**src/rtl/disp_mode_if.sv**
```systemverilog
// disp_mode_if: button, source and display signals shared by the mode controller and its neighbours.
// Rev 1.0
`default_nettype none

interface disp_mode_if;
  logic        btn_mode;
  logic        btn_edit;
  logic [15:0] time_bcd;
  logic [15:0] alarm_bcd;
  logic [15:0] sw_bcd;
  logic [15:0] disp_data;
  logic [1:0]  view;
  logic        edit_active;
  logic [1:0]  edit_field;

  // Master drives buttons and source values; slave is the controller.
  modport master (
    output btn_mode, btn_edit, time_bcd, alarm_bcd, sw_bcd,
    input  disp_data, view, edit_active, edit_field
  );

  modport slave (
    input  btn_mode, btn_edit, time_bcd, alarm_bcd, sw_bcd,
    output disp_data, view, edit_active, edit_field
  );
endinterface

`default_nettype wire

```
**src/rtl/disp_mode_ctrl.sv**
```systemverilog
// disp_mode_ctrl: view/edit scheduler for the shared 4-digit BCD display bus, with field blink and idle timeout.
// Rev 1.0
`default_nettype none

module disp_mode_ctrl #(
  parameter int BLINK_HALF     = 25_000_000,
  parameter int TIMEOUT_HALVES = 20
) (
  input  logic        clk,
  input  logic        sys_rst_n,
  disp_mode_if.slave  bus
);

  localparam int CW = (BLINK_HALF > 2) ? $clog2(BLINK_HALF) : 1;
  localparam int IW = $clog2(TIMEOUT_HALVES) + 1;
  localparam logic [CW-1:0] BLINK_LAST = CW'(BLINK_HALF - 1);
  localparam logic [IW-1:0] IDLE_LAST  = IW'(TIMEOUT_HALVES - 1);
  localparam logic          TGT_TIME   = 1'b0;
  localparam logic          TGT_ALARM  = 1'b1;

  typedef enum logic [2:0] {
    VIEW_TIME  = 3'd0,
    VIEW_ALARM = 3'd1,
    VIEW_SW    = 3'd2,
    EDIT_HR    = 3'd3,
    EDIT_MIN   = 3'd4
  } state_t;

  state_t          state_q, state_d;
  logic            edit_tgt_q, edit_tgt_d;
  logic [CW-1:0]   blink_cnt_q, blink_cnt_d;
  logic            blink_phase_q, blink_phase_d;
  logic [IW-1:0]   idle_cnt_q, idle_cnt_d;
  logic [15:0]     disp_data_q, disp_data_d;
  logic [1:0]      view_q, view_d;
  logic            edit_active_q, edit_active_d;
  logic [1:0]      edit_field_q, edit_field_d;

  logic            tick;
  logic            any_btn;
  logic            timeout;
  logic            entering_edit;
  state_t          tgt_view;
  logic [15:0]     src;

  always_ff @(posedge clk or negedge sys_rst_n) begin
    if (!sys_rst_n) begin
      state_q       <= VIEW_TIME;
      edit_tgt_q    <= TGT_TIME;
      blink_cnt_q   <= '0;
      blink_phase_q <= 1'b0;
      idle_cnt_q    <= '0;
      disp_data_q   <= 16'h0000;
      view_q        <= 2'd0;
      edit_active_q <= 1'b0;
      edit_field_q  <= 2'd0;
    end else begin
      state_q       <= state_d;
      edit_tgt_q    <= edit_tgt_d;
      blink_cnt_q   <= blink_cnt_d;
      blink_phase_q <= blink_phase_d;
      idle_cnt_q    <= idle_cnt_d;
      disp_data_q   <= disp_data_d;
      view_q        <= view_d;
      edit_active_q <= edit_active_d;
      edit_field_q  <= edit_field_d;
    end
  end

  // Next state: btn_edit is tested first so it wins over a simultaneous btn_mode.
  always_comb begin
    state_d    = state_q;
    edit_tgt_d = edit_tgt_q;
    tick       = (blink_cnt_q == BLINK_LAST);
    any_btn    = bus.btn_mode | bus.btn_edit;
    tgt_view   = (edit_tgt_q == TGT_ALARM) ? VIEW_ALARM : VIEW_TIME;
    timeout    = tick && !any_btn && (state_q != VIEW_TIME) && (idle_cnt_q == IDLE_LAST);

    case (state_q)
      VIEW_TIME: begin
        if (bus.btn_edit) begin
          state_d    = EDIT_HR;
          edit_tgt_d = TGT_TIME;
        end else if (bus.btn_mode) begin
          state_d = VIEW_ALARM;
        end
      end
      VIEW_ALARM: begin
        if (bus.btn_edit) begin
          state_d    = EDIT_HR;
          edit_tgt_d = TGT_ALARM;
        end else if (bus.btn_mode) begin
          state_d = VIEW_SW;
        end
      end
      VIEW_SW: begin
        if (bus.btn_mode) begin
          state_d = VIEW_TIME;
        end
      end
      EDIT_HR: begin
        if (bus.btn_edit) begin
          state_d = EDIT_MIN;
        end else if (bus.btn_mode) begin
          state_d = tgt_view;
        end
      end
      EDIT_MIN: begin
        if (any_btn) begin
          state_d = tgt_view;
        end
      end
      default: state_d = VIEW_TIME;
    endcase

    if (timeout) begin
      state_d = VIEW_TIME;
    end
  end

  // Blink and idle counters; a fresh edit field always starts in the visible phase.
  always_comb begin
    blink_cnt_d   = tick ? '0 : blink_cnt_q + CW'(1);
    blink_phase_d = tick ? ~blink_phase_q : blink_phase_q;
    entering_edit = ((state_d == EDIT_HR) || (state_d == EDIT_MIN)) && (state_d != state_q);
    if (entering_edit) begin
      blink_cnt_d   = '0;
      blink_phase_d = 1'b0;
    end

    idle_cnt_d = idle_cnt_q;
    if (any_btn || timeout || (state_q == VIEW_TIME)) begin
      idle_cnt_d = '0;
    end else if (tick) begin
      idle_cnt_d = idle_cnt_q + IW'(1);
    end
  end

  // Output mux, registered so all four outputs move together one edge after the state.
  always_comb begin
    src           = bus.time_bcd;
    view_d        = 2'd0;
    edit_active_d = 1'b0;
    edit_field_d  = 2'd0;

    case (state_q)
      VIEW_TIME: begin
        src    = bus.time_bcd;
        view_d = 2'd0;
      end
      VIEW_ALARM: begin
        src    = bus.alarm_bcd;
        view_d = 2'd1;
      end
      VIEW_SW: begin
        src    = bus.sw_bcd;
        view_d = 2'd2;
      end
      EDIT_HR, EDIT_MIN: begin
        src           = (edit_tgt_q == TGT_ALARM) ? bus.alarm_bcd : bus.time_bcd;
        view_d        = {1'b0, edit_tgt_q};
        edit_active_d = 1'b1;
        edit_field_d  = (state_q == EDIT_HR) ? 2'd1 : 2'd2;
      end
      default: begin
        src    = bus.time_bcd;
        view_d = 2'd0;
      end
    endcase

    disp_data_d = src;
    if (blink_phase_q && (state_q == EDIT_HR)) begin
      disp_data_d[15:8] = 8'hFF;
    end
    if (blink_phase_q && (state_q == EDIT_MIN)) begin
      disp_data_d[7:0] = 8'hFF;
    end
  end

  assign bus.disp_data   = disp_data_q;
  assign bus.view        = view_q;
  assign bus.edit_active = edit_active_q;
  assign bus.edit_field  = edit_field_q;

endmodule

`default_nettype wire

```
**src/flat_wrapper.sv**
```systemverilog
// flat-port wrapper written by rule: the top's interface ports become plain ports
module disp_mode_ctrl_flat 
#(
  parameter int BLINK_HALF     = 25_000_000,
  parameter int TIMEOUT_HALVES = 20
)
  (clk, sys_rst_n, bus_btn_mode, bus_btn_edit, bus_time_bcd, bus_alarm_bcd, bus_sw_bcd, bus_disp_data, bus_view, bus_edit_active, bus_edit_field);
  disp_mode_if bus_i ();
  input  logic clk;
  input  logic sys_rst_n;
  input wire logic [$bits(bus_i.btn_mode)-1:0] bus_btn_mode;
  input wire logic [$bits(bus_i.btn_edit)-1:0] bus_btn_edit;
  input wire logic [$bits(bus_i.time_bcd)-1:0] bus_time_bcd;
  input wire logic [$bits(bus_i.alarm_bcd)-1:0] bus_alarm_bcd;
  input wire logic [$bits(bus_i.sw_bcd)-1:0] bus_sw_bcd;
  output wire logic [$bits(bus_i.disp_data)-1:0] bus_disp_data;
  output wire logic [$bits(bus_i.view)-1:0] bus_view;
  output wire logic [$bits(bus_i.edit_active)-1:0] bus_edit_active;
  output wire logic [$bits(bus_i.edit_field)-1:0] bus_edit_field;
  assign bus_i.btn_mode = bus_btn_mode;
  assign bus_i.btn_edit = bus_btn_edit;
  assign bus_i.time_bcd = bus_time_bcd;
  assign bus_i.alarm_bcd = bus_alarm_bcd;
  assign bus_i.sw_bcd = bus_sw_bcd;
  assign bus_disp_data = bus_i.disp_data;
  assign bus_view = bus_i.view;
  assign bus_edit_active = bus_i.edit_active;
  assign bus_edit_field = bus_i.edit_field;
  disp_mode_ctrl #(.BLINK_HALF(BLINK_HALF), .TIMEOUT_HALVES(TIMEOUT_HALVES)) u_core (.clk(clk), .sys_rst_n(sys_rst_n), .bus(bus_i));
endmodule
```
**config.mk**
```make
export PLATFORM = sky130hd
export DESIGN_NAME = disp_mode_ctrl_flat
export DESIGN_NICKNAME = d
export VERILOG_FILES = /design/src/rtl/disp_mode_if.sv /design/src/rtl/disp_mode_ctrl.sv /design/src/flat_wrapper.sv
export SDC_FILE = /design/constraint.sdc
export NUM_CORES = 1
export LEC_CHECK = 0
export BUFFER_PORTS_ARGS = -buffer_cell sky130_fd_sc_hd__buf_2
export CAP_MARGIN = 25
export CORE_ASPECT_RATIO = 0.5
export CORE_MARGIN = 5
export CORE_UTILIZATION = 42
export CTS_BUF_LIST = sky130_fd_sc_hd__clkbuf_8 sky130_fd_sc_hd__clkbuf_16
export CTS_CLUSTER_DIAMETER = 30
export CTS_CLUSTER_SIZE = 25
export DETAILED_ROUTE_END_ITERATION = 16
export PLACE_DENSITY = 0.63
export SYNTH_ARGS = -nofsm -noshare
export SYNTH_HDL_FRONTEND = slang
export SYNTH_SLANG_ARGS = --single-unit
```
**constraint.sdc**
```tcl
create_clock -name clk -period 5.62 [get_ports clk]
set_input_delay 1.124 -clock clk [delete_from_list [all_inputs] [get_ports clk]]
set_output_delay 1.124 -clock clk [all_outputs]
set_load 0.005 [all_outputs]
```
==> results.md <==
- Status: complete, no violations
- Combinational share of power: 29.4%
- Via Count: 2,558
- Cell area after synthesis: 2900 µm²
- Number of DRC violations after detailed routing: 0
- Die W: 127 µm
- Final Hold Viols: 0
- Simple-gate share of the synthesized area: 19.9%
- Setup TNS: 0 ps
- First-pass GRT wire length: 11,800 µm
- Root buf cell: clkbuf_16
- Max-cap viol count: 0
- Sw Share: 30.1%
- Initial antenna violation count: 0
- Die Y: 68.7 µm
- R2r endpoint: u_core.blink_cnt_q[2]
- Wirelength per Cell: 15.2 µm
- FFs w/ async S/R, synth: 100%
- Leak: 1.72 nW
- Power density over the cells: 440 nW/µm²
- Worst slew pin tran: 1000 ps
- Setup crit end kind: flop
- Antenna diodes: 0
- Peak VDD IR: 0.323 mV
- # Post-CTS Setup Buffers: 0
- Fill cells: 587
- Critical Path AT: 2840 ps
- Vias per inst: 5.55
- Hold slack final: 508 ps
- Rows: 21
- Post-synthesis adder-cell area fraction: 0.864%
- Critical path origin: u_core.blink_cnt_q[8]
- Detail Route Antenna Nets: 0
- Post-synth top flop: dfrtp_1
- Cell Int Power: 0.00112 W
- Min Tclk post-route: 2680 ps
- H-tree level count: 3
- Crit-path cells: or4b_4, or4_1, o21bai_2, nor2_1
- Leading cell types in the layout, fill and taps excluded: 72 x buf_2, 57 x dfrtp_1, 25 x a21oi_1
- Starting Density: 43.2%
- Hold-fix buffers at CTS: 0
- CTS buffer count: 9
- Slowest cell on crit path: o21bai_2
- Xor/xnor cell area share of the yosys netlist: 3.32%
- Worst min path class: flop to flop
- Combined area of the multi-input logic cells: 1350 µm²
- Clk pwr share: 34.9%
- Most common cell after layout, fill and taps aside: buf_2
- Storage cell area: 1430 µm²
- Nets: 418
- Pin count of the biggest net entering global routing: 58
- RePlAce Congestion: 0.792
- Combinational family with the most area after synthesis: compound AO/OA/AOI/OAI gates
- Syn Nets: 351
- Worst Skew: 4.62 ps
- Post-synth EDFFs: 0
- Startpoint types: flop
- Post-synthesis compound-gate area fraction: 21.9%
- WP buf/inv: 0
- Port bufs: 72
- Synthesis-stage register bit count: 57
- Relative slew slack: 33.0%
- Reg2Reg Setup Slack: 2940 ps
- Hpwl dp: 5010 µm
- Final setup fails: 0
- Final Max Slew Viols: 0
- Final Cycle Share: 47.8%
- Cells after synthesis: 297
- Worst EP required: 5780 ps
- Area growth from synthesis to layout: 25.9%
- WS Path Type: flop to flop
- CP Depth: 4
- Total routed wirelength: 7000 µm
- Iteration count of the initial detailed-routing pass: 4
- RSZ-0062 raised after global routing: no
- I/O pins: 73
- Fmax: 372 MHz
- Worst path max stage delay: 820 ps
- Sequential area share after synthesis: 49.2%
- Crit Reg-Reg Startpoint: u_core.blink_cnt_q[8]
- Seq pwr share: 35.7%
- CTS tree: yes
- Die footprint: 8760 µm²
- Vias in the first global route: 2,593
- Mean post-synth cell area: 9.76 µm²
- Warnings from Yosys: 0
- Post_cts resized: 0
- Ratio of cells with drive above 1 in the final layout: 25.7%
- Clock transition at path regs: 50 ps
- Clock buffer depth: 2
- CTS sink count: 57
- Mux cell area share after synthesis: 0.389%
- Post-synthesis cell type count: 40
- Initial DRC count: 174
- Max FO, Critical Path: 25
- GRT overflow: 0
- FF-to-FF path depth: 4
- GRT Total Usage: 17.0%
- Core box area: 6700 µm²
- Worst-Skew Late Latency: 320 ps
- Switching pwr: 0.000484 W
- Crit-path leading delay family: simple AND/OR/NAND/NOR gates
- Setup crit end: u_core.blink_cnt_q[2]
[synth_stat cells, drive strengths merged, types with 2 or more instances]
master | instances | area share, %
and2 | 2 | 0.43
o31ai | 9 | 2.3
or4 | 12 | 3.1
clkbuf | 17 | 2.2
a221o | 16 | 5.5
nor3 | 5 | 0.86
buf | 3 | 0.52
and4 | 3 | 0.91
ha | 2 | 0.86
and3 | 4 | 0.86
inv | 13 | 1.7
a21o | 17 | 4.4
nand2 | 12 | 1.6
nand2b | 2 | 0.43
nand4 | 11 | 2.4
xnor2 | 7 | 2.1
nor2 | 22 | 2.8
nand3 | 12 | 2.1
xor2 | 4 | 1.2
o21bai | 3 | 0.91
nor4 | 4 | 0.86
o21ai | 12 | 2.1
a21oi | 25 | 4.3
dfrtp | 57 | 49
a211oi | 2 | 0.52
or3 | 9 | 1.9
[cell families (layout without fill, tap and decap cells)]
| kind of cell | after synthesis | after routing |
|---|---|---|
| compound gates | 90 | 90 |
| xor+xnor | 11 | 11 |
| simple gates | 103 | 103 |
| mux | 1 | 1 |
| fa+ha+maj | 2 | 2 |
| flops | 57 | 57 |
| buf+inv | 33 | 105 |
[power by group through the flow]
stage	registers (W)	clock network (W)	logic [W]
floorplan	0.000566	0	0.000295
global placement	0.000577	0	0.000444
detailed placement	0.000579	0	0.000471
CTS	0.000574	0.000573	0.000473
global route	0.000590	0.000598	0.000534
finish	0.000573	0.000560	0.000473
[worst min path at each step]
stage / from / end / slack [ps] / cells after the start
floorplan: u_core.blink_cnt_q[0] / u_core.blink_cnt_q[0] / 470 / 1
global placement: u_core.blink_cnt_q[0] / u_core.blink_cnt_q[0] / 490 / 1
detailed placement: u_core.blink_cnt_q[0] / u_core.blink_cnt_q[0] / 500 / 1
CTS: u_core.blink_cnt_q[0] / u_core.blink_cnt_q[0] / 510 / 1
global route: u_core.blink_cnt_q[0] / u_core.blink_cnt_q[0] / 540 / 1
finish: u_core.blink_cnt_q[0] / u_core.blink_cnt_q[0] / 510 / 1
[registers in the layout, summed over array words and instances, names as in the netlist]
register / flops
u_core.idle_cnt_q: 6
u_core.bus.edit_active: 1
u_core.edit_tgt_q: 1
u_core.state_q: 3
u_core.bus.view: 2
u_core.bus.edit_field: 2
u_core.blink_phase_q: 1
u_core.blink_cnt_q: 25
u_core.bus.disp_data: 16
[stage by stage]
step	util [%]	power [W]	cells	instance area [µm²]	setup WS, ps
floorplan	-	0.000861	297	2900	3340
global placement	49.5	0.00102	443	3310	3010
detailed placement	49.6	0.00105	444	3330	2900
CTS	54.3	0.00162	460	3640	2900
global route	54.5	0.00172	461	3650	2710
finish	54.5	0.00161	461	3650	2940
[layer usage]
layer  up-vias  track usage (%)  wire, µm
met5         -                0         0
met1      1225             20.8      3020
met4         0             6.82        95
li1       1253                -         -
met3        10             6.15       396
met2        70             28.1      3490
[cell type report]
cell class,count,area share [%]
Clock inverter,7,2.37
Sequential cell,57,39.1
Inverter,13,1.34
Timing Repair Buffer,76,10.9
Tap cell,92,3.15
Multi-Input combinational cell,207,37.0
Clock buffer,9,6.17
[worst register-to-register path, cell delays in order, from the launching register on]
cell	delay (ps)
dfrtp_1	420
or4b_4	560
or4_1	600
o21bai_2	820
nor2_1	130
(Power assumes the default switching activity.)
